File: src/rtl/bsg_mem_2r1w_sync_initiator_pkg.sv
`default_nettype none
// ============================================================================
// Module  : bsg_mem_2r1w_sync_initiator_pkg
// Brief   : Shared types and constants for the 2r1w sync memory initiator.
// Revision: 1.0 - initial release
// ============================================================================
package bsg_mem_2r1w_sync_initiator_pkg;

    localparam int c_credit_w = 2;
    localparam logic [c_credit_w-1:0] c_max_credits = 2'd2;

    typedef enum logic [1:0] {
        EMPTY = 2'd0,
        ONE   = 2'd1,
        TWO   = 2'd2
    } occ_e;

endpackage
`default_nettype wire

File: src/rtl/bsg_mem_2r1w_sync_initiator_rport.sv
`default_nettype none
// ============================================================================
// Module  : bsg_mem_2r1w_sync_initiator_rport
// Brief   : One read port: credit gating, write-conflict bypass, 2-entry FIFO.
// Revision: 1.0 - initial release
// ============================================================================
module bsg_mem_2r1w_sync_initiator_rport
    import bsg_mem_2r1w_sync_initiator_pkg::*;
#(
    parameter int width_p      = 32,
    parameter int els_p        = 32,
    parameter int addr_width_p = 5
) (
    input  logic                    clk_i,
    input  logic                    reset_n_i,
    input  logic                    v_i,
    input  logic [addr_width_p-1:0] addr_i,
    output logic                    ready_o,
    input  logic                    w_v_i,
    input  logic [addr_width_p-1:0] w_addr_i,
    input  logic [width_p-1:0]      w_data_i,
    output logic                    mem_v_o,
    output logic [addr_width_p-1:0] mem_addr_o,
    input  logic [width_p-1:0]      mem_data_i,
    output logic                    data_v_o,
    output logic [width_p-1:0]      data_o,
    input  logic                    data_ready_i
);

    occ_e                  r_occ;
    occ_e                  w_occ_nxt;
    logic                  r_inflight;
    logic                  r_bypass;
    logic [width_p-1:0]    r_bypass_data;
    logic [width_p-1:0]    r_buf [2];
    logic                  r_rd_ptr;
    logic                  r_wr_ptr;

    logic [c_credit_w-1:0] w_cnt;
    logic                  w_accept;
    logic                  w_conflict;
    logic                  w_push;
    logic                  w_pop;
    logic                  w_store;
    logic                  w_deq;
    logic                  w_has_data;
    logic [width_p-1:0]    w_push_data;

    assign w_cnt       = c_credit_w'(r_occ) + c_credit_w'(r_inflight);
    assign w_push      = r_inflight;
    assign w_push_data = r_bypass ? r_bypass_data : mem_data_i;
    assign w_has_data  = (r_occ != EMPTY);

    // Fall-through: an empty FIFO presents the arriving response directly.
    assign data_v_o = w_has_data | r_inflight;
    assign data_o   = w_has_data ? r_buf[r_rd_ptr] : (r_inflight ? w_push_data : '0);
    assign w_pop    = data_v_o & data_ready_i;

    assign ready_o    = reset_n_i & ((w_cnt < c_max_credits) | ((w_cnt == c_max_credits) & w_pop));
    assign w_accept   = v_i & ready_o;
    assign w_conflict = w_accept & w_v_i & (w_addr_i == addr_i);
    assign mem_v_o    = w_accept & ~w_conflict;
    assign mem_addr_o = mem_v_o ? addr_i : '0;

    assign w_store = w_push & ~(~w_has_data & w_pop);
    assign w_deq   = w_pop & w_has_data;

    always_comb begin
        w_occ_nxt = r_occ;
        case (r_occ)
            EMPTY:   if (w_push && !w_pop) w_occ_nxt = ONE;
            ONE:     if (w_push && !w_pop) w_occ_nxt = TWO;
                     else if (w_pop && !w_push) w_occ_nxt = EMPTY;
            TWO:     if (w_pop && !w_push) w_occ_nxt = ONE;
            default: w_occ_nxt = EMPTY;
        endcase
    end

    always_ff @(posedge clk_i or negedge reset_n_i) begin
        if (!reset_n_i) begin
            r_occ         <= EMPTY;
            r_inflight    <= 1'b0;
            r_bypass      <= 1'b0;
            r_bypass_data <= '0;
            r_rd_ptr      <= 1'b0;
            r_wr_ptr      <= 1'b0;
            r_buf[0]      <= '0;
            r_buf[1]      <= '0;
        end else begin
            r_occ      <= w_occ_nxt;
            r_inflight <= w_accept;
            r_bypass   <= w_conflict;
            if (w_conflict) begin
                r_bypass_data <= w_data_i;
            end
            if (w_store) begin
                r_buf[r_wr_ptr] <= w_push_data;
                r_wr_ptr        <= ~r_wr_ptr;
            end
            if (w_deq) begin
                r_rd_ptr <= ~r_rd_ptr;
            end
        end
    end

`ifndef SYNTHESIS
    always @(posedge clk_i) begin
        if (reset_n_i) begin
            assert (!(w_push && (r_occ == TWO) && !w_pop))
                else $error("rport: push into full buffer");
            assert (!v_i || (32'(addr_i) < els_p))
                else $error("rport: read address out of range");
        end
    end
`endif

endmodule
`default_nettype wire

File: src/rtl/bsg_mem_2r1w_sync_initiator.sv
`default_nettype none
// ============================================================================
// Module  : bsg_mem_2r1w_sync_initiator
// Brief   : Request-side controller for a 2-read/1-write synchronous memory.
// Revision: 1.0 - initial release
// ============================================================================
module bsg_mem_2r1w_sync_initiator
    import bsg_mem_2r1w_sync_initiator_pkg::*;
#(
    parameter  int width_p       = 32,
    parameter  int els_p         = 32,
    localparam int addr_width_lp = (els_p > 1) ? $clog2(els_p) : 1
) (
    input  logic                     clk_i,
    input  logic                     reset_n_i,

    input  logic                     w_v_i,
    input  logic [addr_width_lp-1:0] w_addr_i,
    input  logic [width_p-1:0]       w_data_i,
    output logic                     w_ready_o,

    input  logic                     r0_v_i,
    input  logic [addr_width_lp-1:0] r0_addr_i,
    output logic                     r0_ready_o,
    output logic                     r0_data_v_o,
    output logic [width_p-1:0]       r0_data_o,
    input  logic                     r0_data_ready_i,

    input  logic                     r1_v_i,
    input  logic [addr_width_lp-1:0] r1_addr_i,
    output logic                     r1_ready_o,
    output logic                     r1_data_v_o,
    output logic [width_p-1:0]       r1_data_o,
    input  logic                     r1_data_ready_i,

    output logic                     mem_w_v_o,
    output logic [addr_width_lp-1:0] mem_w_addr_o,
    output logic [width_p-1:0]       mem_w_data_o,

    output logic                     mem_r0_v_o,
    output logic [addr_width_lp-1:0] mem_r0_addr_o,
    input  logic [width_p-1:0]       mem_r0_data_i,

    output logic                     mem_r1_v_o,
    output logic [addr_width_lp-1:0] mem_r1_addr_o,
    input  logic [width_p-1:0]       mem_r1_data_i
);

    logic r_w_ready;

    always_ff @(posedge clk_i or negedge reset_n_i) begin
        if (!reset_n_i) begin
            r_w_ready <= 1'b0;
        end else begin
            r_w_ready <= 1'b1;
        end
    end

    assign w_ready_o    = r_w_ready;
    assign mem_w_v_o    = w_v_i & r_w_ready;
    assign mem_w_addr_o = mem_w_v_o ? w_addr_i : '0;
    assign mem_w_data_o = mem_w_v_o ? w_data_i : '0;

    bsg_mem_2r1w_sync_initiator_rport #(
        .width_p      (width_p),
        .els_p        (els_p),
        .addr_width_p (addr_width_lp)
    ) u_rport0 (
        .clk_i        (clk_i),
        .reset_n_i    (reset_n_i),
        .v_i          (r0_v_i),
        .addr_i       (r0_addr_i),
        .ready_o      (r0_ready_o),
        .w_v_i        (mem_w_v_o),
        .w_addr_i     (mem_w_addr_o),
        .w_data_i     (mem_w_data_o),
        .mem_v_o      (mem_r0_v_o),
        .mem_addr_o   (mem_r0_addr_o),
        .mem_data_i   (mem_r0_data_i),
        .data_v_o     (r0_data_v_o),
        .data_o       (r0_data_o),
        .data_ready_i (r0_data_ready_i)
    );

    bsg_mem_2r1w_sync_initiator_rport #(
        .width_p      (width_p),
        .els_p        (els_p),
        .addr_width_p (addr_width_lp)
    ) u_rport1 (
        .clk_i        (clk_i),
        .reset_n_i    (reset_n_i),
        .v_i          (r1_v_i),
        .addr_i       (r1_addr_i),
        .ready_o      (r1_ready_o),
        .w_v_i        (mem_w_v_o),
        .w_addr_i     (mem_w_addr_o),
        .w_data_i     (mem_w_data_o),
        .mem_v_o      (mem_r1_v_o),
        .mem_addr_o   (mem_r1_addr_o),
        .mem_data_i   (mem_r1_data_i),
        .data_v_o     (r1_data_v_o),
        .data_o       (r1_data_o),
        .data_ready_i (r1_data_ready_i)
    );

`ifndef SYNTHESIS
    always @(posedge clk_i) begin
        if (reset_n_i) begin
            assert (!w_v_i || (32'(w_addr_i) < els_p))
                else $error("initiator: write address out of range");
            assert (!(mem_w_v_o && mem_r0_v_o && (mem_r0_addr_o == mem_w_addr_o)))
                else $error("initiator: r0 and w hit the same address");
            assert (!(mem_w_v_o && mem_r1_v_o && (mem_r1_addr_o == mem_w_addr_o)))
                else $error("initiator: r1 and w hit the same address");
        end
    end
`endif

endmodule
`default_nettype wire

File: config.mk
export PLATFORM = sky130hd
export DESIGN_NAME = bsg_mem_2r1w_sync_initiator
export DESIGN_NICKNAME = d
export VERILOG_FILES = /design/src/rtl/bsg_mem_2r1w_sync_initiator_pkg.sv /design/src/rtl/bsg_mem_2r1w_sync_initiator_rport.sv /design/src/rtl/bsg_mem_2r1w_sync_initiator.sv
export SDC_FILE = /design/constraint.sdc
export NUM_CORES = 1
export LEC_CHECK = 0
export BUFFER_PORTS_ARGS = -buffer_cell sky130_fd_sc_hd__buf_2
export CORE_MARGIN = 3
export CORE_UTILIZATION = 38
export CTS_BUF_LIST = sky130_fd_sc_hd__clkbuf_2
export CTS_CLUSTER_DIAMETER = 40
export CTS_CLUSTER_SIZE = 8
export DETAILED_ROUTE_END_ITERATION = 10
export REMOVE_ABC_BUFFERS = 1
export SYNTH_ARGS = -nofsm -noshare
export SYNTH_HDL_FRONTEND = slang
export SYNTH_SLANG_ARGS = --single-unit
File: constraint.sdc
create_clock -name clk_i -period 6.05 [get_ports clk_i]
set_input_delay 0.9075 -clock clk_i [delete_from_list [all_inputs] [get_ports clk_i]]
set_output_delay 0.9075 -clock clk_i [all_outputs]
set_load 0.02 [all_outputs]
==> run_results.csv, run 1 <==
group,metric,value,unit
setup_path,endpoint_kind,"primary output",
timing,maxSlewViolCount,0,
die,core,25500,sq um
clock_network,path_clk_slew,0.13,ns
clock_network,ctsHoldBuffers,0,
logic_synthesis,synthTopCellsByArea,"dfrtp_1, mux2i_1, mux2_4",
setup_path,critPathCapture,"mem_r1_addr_o[1]",
logic_synthesis,ys_seq_area_frac,0.513,
setup_path,worst_path_max_delay_cell,"dfrtp_1",
timing,finalSetupViolCount,0,
timing,max-slew-margin-rel,0.291,
logic_synthesis,synth_ff_type,"dfrtp_1",
setup_path,crit_chain,"and2_2 > o21ai_1 > nor4b_4 > a21oi_1 > and2_1 > buf_2",
worst_hold_path,worst_hold_path_type,"input port to async pin",
logic_synthesis,synth_warnings,0,
logic_synthesis,yosysTopAreaCell,"dfrtp_1",
timing,fin_crit_sh,0.660,
detailed_routing,avgViaCountPerCell,5.05,
clock_network,post_cts_buffers,0,
die,initial_core_util,0.391,
final_layout,syn_to_final_growth,16.5,%
die,ios,237,
clock_network,cts-htree-levels,2,
global_routing,gr-usage-all-layers,0.193,
final_layout,nNetsFinal,1247,
place,io_buffers,236,
setup_path,r2r_end,"u_rport1.r_bypass_data[0]",
global_routing,grt_max_degree,78,
final_layout,fill_cells,2481,
setup_path,rr_worst_depth,5,
outcome,outcome,"complete, no violations",
clock_network,numCtsBuffers,37,
global_routing,antenna_found_initial,3,
timing,fmax,0.251,GHz
power_and_ir_drop,powerDensity,381,nW/um^2
final_layout,stdcell_area,11600,sq um
clock_network,ctsResizeCount,0,
setup_path,crit_path_max_incr_delay,1.06,ns
setup_path,reg2reg_from,"w_ready_o",
logic_synthesis,synth.most_common_cell,"dfrtp_1",
timing,hold_ws,0.169,ns
logic_synthesis,synth_common_cells,"dfrtp_1, mux2i_1, nand2_1, nor2_1, o21ai_0",
global_routing,grt_overflow_total,0,
power_and_ir_drop,power_leakage,5.82,nW
die,dieArea,28300,sq um
final_layout,drive_above_1_share,0.307,
detailed_routing,drt_pass1_iterations,4,
setup_path,cp-start-kind,"register",
logic_synthesis,ys_ff_latch,205,
logic_synthesis,synth_top_cell_area_share,0.513,
logic_synthesis,ys_async_sr_fraction,1.00,
timing,hold_viol_final,0,
flow_run,drv_cap,0,
detailed_routing,drt_iter0_drc,428,
logic_synthesis,synth-edff-count,0,
logic_synthesis,syn_area,9990,sq um
die,core.rowCount,58,
detailed_routing,wl_per_cell,18.7,um
setup_path,worst_ep_arrival_time,3.08,ns
setup_path,r2r_slack,2.80,ns
power_and_ir_drop,peakVddDrop,0.230,mV
timing,fin_crit,3.99,ns
global_routing,grt_pass1_wl,43400,um
die,die_y,168,um
logic_synthesis,netlist_instances,919,
clock_network,cts-root-buf,"clkbuf_2",
die,dieWidth,168,um
setup_path,cp_max_fo,40,
clock_network,cts.sinks,205,
power_and_ir_drop,total_power,0.00443,W
setup_path,path_class,"register to primary output",
place,placed_cell_area,11300,sq um
detailed_routing,totalWireLength,27700,um
timing,rsz0062_at_grt,"false",
final_layout,utilization,0.455,
clock_network,clock_latency,0.77,ns
global_routing,grt_pass1_vias,7417,
detailed_routing,vias,7485,
timing,finClkSkew,0.0608,ns
timing,worst_pin_slew,1.06,ns
clock_network,cts_tree,"done",
setup_path,startpoint,"w_ready_o",
logic_synthesis,syn_avg_cell_area,10.9,sq um
detailed_routing,ant_nets,0,
detailed_routing,drc,0,
logic_synthesis,synth_cell_type_count,41,
clock_network,cts.path.max_buffers,3,
place,hpwl,18900,um
place,gp_congestion,0.827,
setup_path,worst_ep_required_time,5.14,ns
timing,setup_tns,0,ns
worst min-delay path by stage:
stage,to,depth (start not counted),slack [ns]
after global placement,u_rport1.r_buf[24],2,0.46
after global routing,u_rport0.r_bypass_data[28],1,0.12
after floorplan,u_rport0.r_buf[0],2,0.45
after CTS,u_rport0.r_bypass_data[28],1,0.10
final,u_rport0.r_bypass_data[28],1,0.17
after detailed placement,u_rport0.r_buf[2],2,0.47
worst max-delay path: cells and delay by family, from the launching register on:
kind / cells / cell delay (ns)
buffers and inverters: 1 / 0.15
AND/OR/NAND/NOR: 3 / 0.86
AO/OA/AOI/OAI: 2 / 0.30
flip-flops: 1 / 1.06
registers in the layout, indices dropped and copies added, names as in the netlist:
register                count
u_rport0.r_rd_ptr           1
u_rport0.r_bypass_data     32
u_rport1.r_wr_ptr           1
u_rport1.r_buf             64
u_rport1.r_occ              2
u_rport1.r_inflight         1
u_rport0.r_inflight         1
u_rport1.r_bypass_data     32
u_rport0.r_buf             64
u_rport1.r_bypass           1
u_rport1.r_rd_ptr           1
w_ready_o                   1
u_rport0.r_bypass           1
u_rport0.r_occ              2
u_rport0.r_wr_ptr           1
report_power, final:
part / leakage, nW / internal (W) / total [W] / switching, W
Sequential: 2.56 / 0.00180 / 0.00216 / 0.000362
Combinational: 3.00 / 0.000652 / 0.00146 / 0.000811
Clock: 0.252 / 0.000269 / 0.000803 / 0.000534
layer usage:
| metal | routed length (um) | track usage | up-vias |
|---|---|---|---|
| met3 | 1120 | 0.0301 | 49 |
| met1 | 13400 | 0.284 | 3587 |
| met5 | 27 | 0 | - |
| met4 | 652 | 0.0580 | 4 |
| met2 | 12500 | 0.293 | 155 |
| li1 | - | - | 3690 |
metrics by stage:
stage	setup WS [ns]	std cells
after floorplan	2.42	844
after CTS	2.03	1481
after global placement	2.54	1418
final	2.06	1482
after detailed placement	2.49	1418
after global routing	1.81	1482
cells by family after synthesis:
logic type	after synthesis	share of synthesized area
xor gates and xnor gates	14	0.0123
muxes	192	0.212
AOI/OAI and AO/OA	210	0.117
other	1	0.000375
DFF	205	0.513
adders and majority gates	2	0.00250
and+or+nand+nor	214	0.101
buffers and inverters	81	0.0421
layout make-up:
type                            count  area, sq um  area share
Antenna cell                        1         2.50    0.000215
Clock buffer                       49          245      0.0211
Clock inverter                     14         97.6     0.00839
Inverter                            6         22.5     0.00194
Multi-Input combinational cell    633         4470       0.384
Sequential cell                   205         5130       0.441
Tap cell                          330          413      0.0355
Timing Repair Buffer              244         1250       0.107
cells in the final DEF, fill, tap and decap left out, types with 3 or more instances in the layout:
| master | n |
|---|---|
| a21oi_1 | 67 |
| and2_1 | 11 |
| and3_1 | 40 |
| buf_2 | 235 |
| buf_4 | 8 |
| clkbuf_2 | 49 |
| clkinv_1 | 4 |
| clkinv_2 | 5 |
| dfrtp_1 | 201 |
| dfrtp_2 | 4 |
| inv_1 | 6 |
| mux2_1 | 29 |
| mux2_2 | 5 |
| mux2_4 | 30 |
| mux2i_1 | 128 |
| nand2_1 | 68 |
| nand2b_1 | 4 |
| nor2_1 | 70 |
| nor2b_4 | 3 |
| o21ai_0 | 68 |
| o22ai_1 | 66 |
| xnor2_1 | 6 |
| xor2_1 | 8 |
Power figures use the tool's default switching activity.
==> run 2, diff against run 1 <==
==> constraint.sdc (replaced) <==
create_clock -name clk_i -period 4 [get_ports clk_i]
set_input_delay 0.6 -clock clk_i [delete_from_list [all_inputs] [get_ports clk_i]]
set_output_delay 0.6 -clock clk_i [all_outputs]
set_load 0.02 [all_outputs]
==> run 2 against run 1 <==
Count of clock-buffer cells in the layout fell by 5. Cell count rose by 0.67%. Worst setup slack lost 1.5 ns. Critical endpoint unchanged.
==> run_results.csv, run 2 (synthesis gave the netlist of run 1 again) <==
group,metric,value,unit
place,io_buffers,236,
final_layout,fill_cells,2493,
flow_run,drv_cap,0,
power_and_ir_drop,clkPwrFrac,0.198,
setup_path,endpoint_kind,"primary output",
global_routing,grt_pass1_vias,7331,
worst_hold_path,worstHoldStart,"r0_data_ready_i",
setup_path,path_class,"register to primary output",
clock_network,cts.path.max_buffers,3,
clock_network,path_clk_slew,0.16,ns
timing,fin_crit_sh,0.855,
global_routing,gr-usage-all-layers,0.190,
power_and_ir_drop,intPower,0.00423,W
global_routing,grt_max_degree,82,
timing,finalSetupViolCount,0,
detailed_routing,drc,0,
setup_path,worst_ep_required_time,3.40,ns
power_and_ir_drop,powerDensity,582,nW/um^2
final_layout,layout_common_cells,"buf_2, dfrtp_1, mux2i_1, nor2_1",
clock_network,cts_tree,"done",
detailed_routing,totalWireLength,27600,um
place,gp_congestion,0.870,
detailed_routing,avgViaCountPerCell,5.11,
setup_path,reg2reg_from,"u_rport1.r_inflight",
setup_path,cp_max_fo,10,
setup_path,startpoint,"u_rport1.r_inflight",
die,core,25500,sq um
die,die_y,168,um
final_layout,drive_above_1_share,0.310,
power_and_ir_drop,seqPwrFrac,0.478,
detailed_routing,wl_per_cell,18.5,um
clock_network,ctsResizeCount,0,
clock_network,cts.sinks,205,
timing,worst_pin_slew,1.07,ns
global_routing,grt_overflow_total,0,
timing,hold_ws,0.158,ns
worst_hold_path,worst_hold_path_type,"input port to register",
timing,hold_viol_final,0,
clock_network,post_cts_buffers,0,
power_and_ir_drop,power_switching,0.00260,W
final_layout,nNetsFinal,1254,
die,dieWidth,168,um
timing,maxSlewViolCount,0,
setup_path,worst_ep_arrival_time,2.82,ns
die,dieArea,28300,sq um
clock_network,cts-htree-levels,2,
detailed_routing,drt_iter0_drc,428,
timing,rsz0062_at_grt,"false",
final_layout,top_regs,"u_rport0.r_buf (64), u_rport1.r_buf (64)",
die,initial_core_util,0.391,
final_layout,mostFrequentLayoutCell,"buf_2",
detailed_routing,drt_pass1_iterations,5,
place,hpwl,19000,um
clock_network,numCtsBuffers,39,
die,core.rowCount,58,
detailed_routing,ant_nets,0,
die,ios,237,
clock_network,cts-root-buf,"clkbuf_2",
timing,fin_crit,3.42,ns
global_routing,antenna_found_initial,5,
final_layout,multi_input_area,4470,sq um
final_layout,syn_to_final_growth,17.5,%
final_layout,seq_area,5130,sq um
outcome,outcome,"complete, no violations",
timing,finClkSkew,0.0453,ns
power_and_ir_drop,p_sw_frac,0.381,
timing,setup_tns,0,ns
clock_network,clock_latency,0.75,ns
detailed_routing,vias,7625,
global_routing,grt_pass1_wl,42900,um
power_and_ir_drop,peakVddDrop,0.290,mV
power_and_ir_drop,power_leakage,5.86,nW
setup_path,cp-start-kind,"register",
power_and_ir_drop,p_comb_frac,0.324,
clock_network,ctsHoldBuffers,1,
timing,fmax,0.293,GHz
timing,max-slew-margin-rel,0.287,
-- run 2: path summary, 6_finish.rpt --
kind,slack (ns),depth (start not counted),end
max,0.58,7,mem_r1_addr_o[1]
min,0.16,2,u_rport0.r_occ[1]
max reg2reg,1.36,7,u_rport1.r_bypass_data[0]
min reg2reg,0.50,2,u_rport1.r_buf[15]
max in group asynchronous,1.90,4,u_rport0.r_bypass_data[16]
min in group asynchronous,0.24,2,u_rport0.r_buf[46]
-- run 2: per-layer routing --
layer,track usage,part of all wire,up-vias
met5,0,0.0013,-
met1,0.279,0.48,3672
met4,0.0623,0.024,6
met3,0.0331,0.043,52
li1,-,-,3718
met2,0.287,0.45,177
-- run 2: final cells by class --
class,instances,share of cell area
multi-input cells,633,0.381
inverters,6,0.00192
diodes,3,0.000639
repair buffers,249,0.110
well taps,330,0.0352
clock inverters,22,0.0158
flip-flops and latches,205,0.437
clock buffers,44,0.0188
-- run 2: stage by stage --
| stage | cell area [sq um] | utilization | std cells | worst slack (ns) | total power [W] |
|---|---|---|---|---|---|
| detailed placement | 11300 | 0.443 | 1422 | 0.990 | 0.00555 |
| CTS | 11700 | 0.459 | 1489 | 0.532 | 0.00695 |
| global placement | 11300 | 0.443 | 1422 | 1.05 | 0.00548 |
| floorplan | 9590 | - | 844 | 0.527 | 0.00478 |
| finish | 11700 | 0.460 | 1492 | 0.582 | 0.00683 |
| global route | 11700 | 0.460 | 1491 | 0.352 | 0.00738 |
-- run 2: critical path, stage by stage, from the launching register on --
cell      delay (ns)
dfrtp_1         0.52
ha_1            0.33
nand2b_1        0.16
o21ai_1         0.19
nand4_1         0.19
a21oi_1         0.36
and2_1          0.19
buf_2           0.16
-- run 2: power groups by stage --
stage          Combinational [W]  Clock, W  Sequential (W)
6_report                 0.00222   0.00135         0.00327
4_1_cts                  0.00225   0.00143         0.00327
5_1_grt                  0.00249   0.00153         0.00336
3_5_place_dp             0.00224         0         0.00331
3_3_place_gp             0.00219         0         0.00329
2_1_floorplan            0.00162         0         0.00316
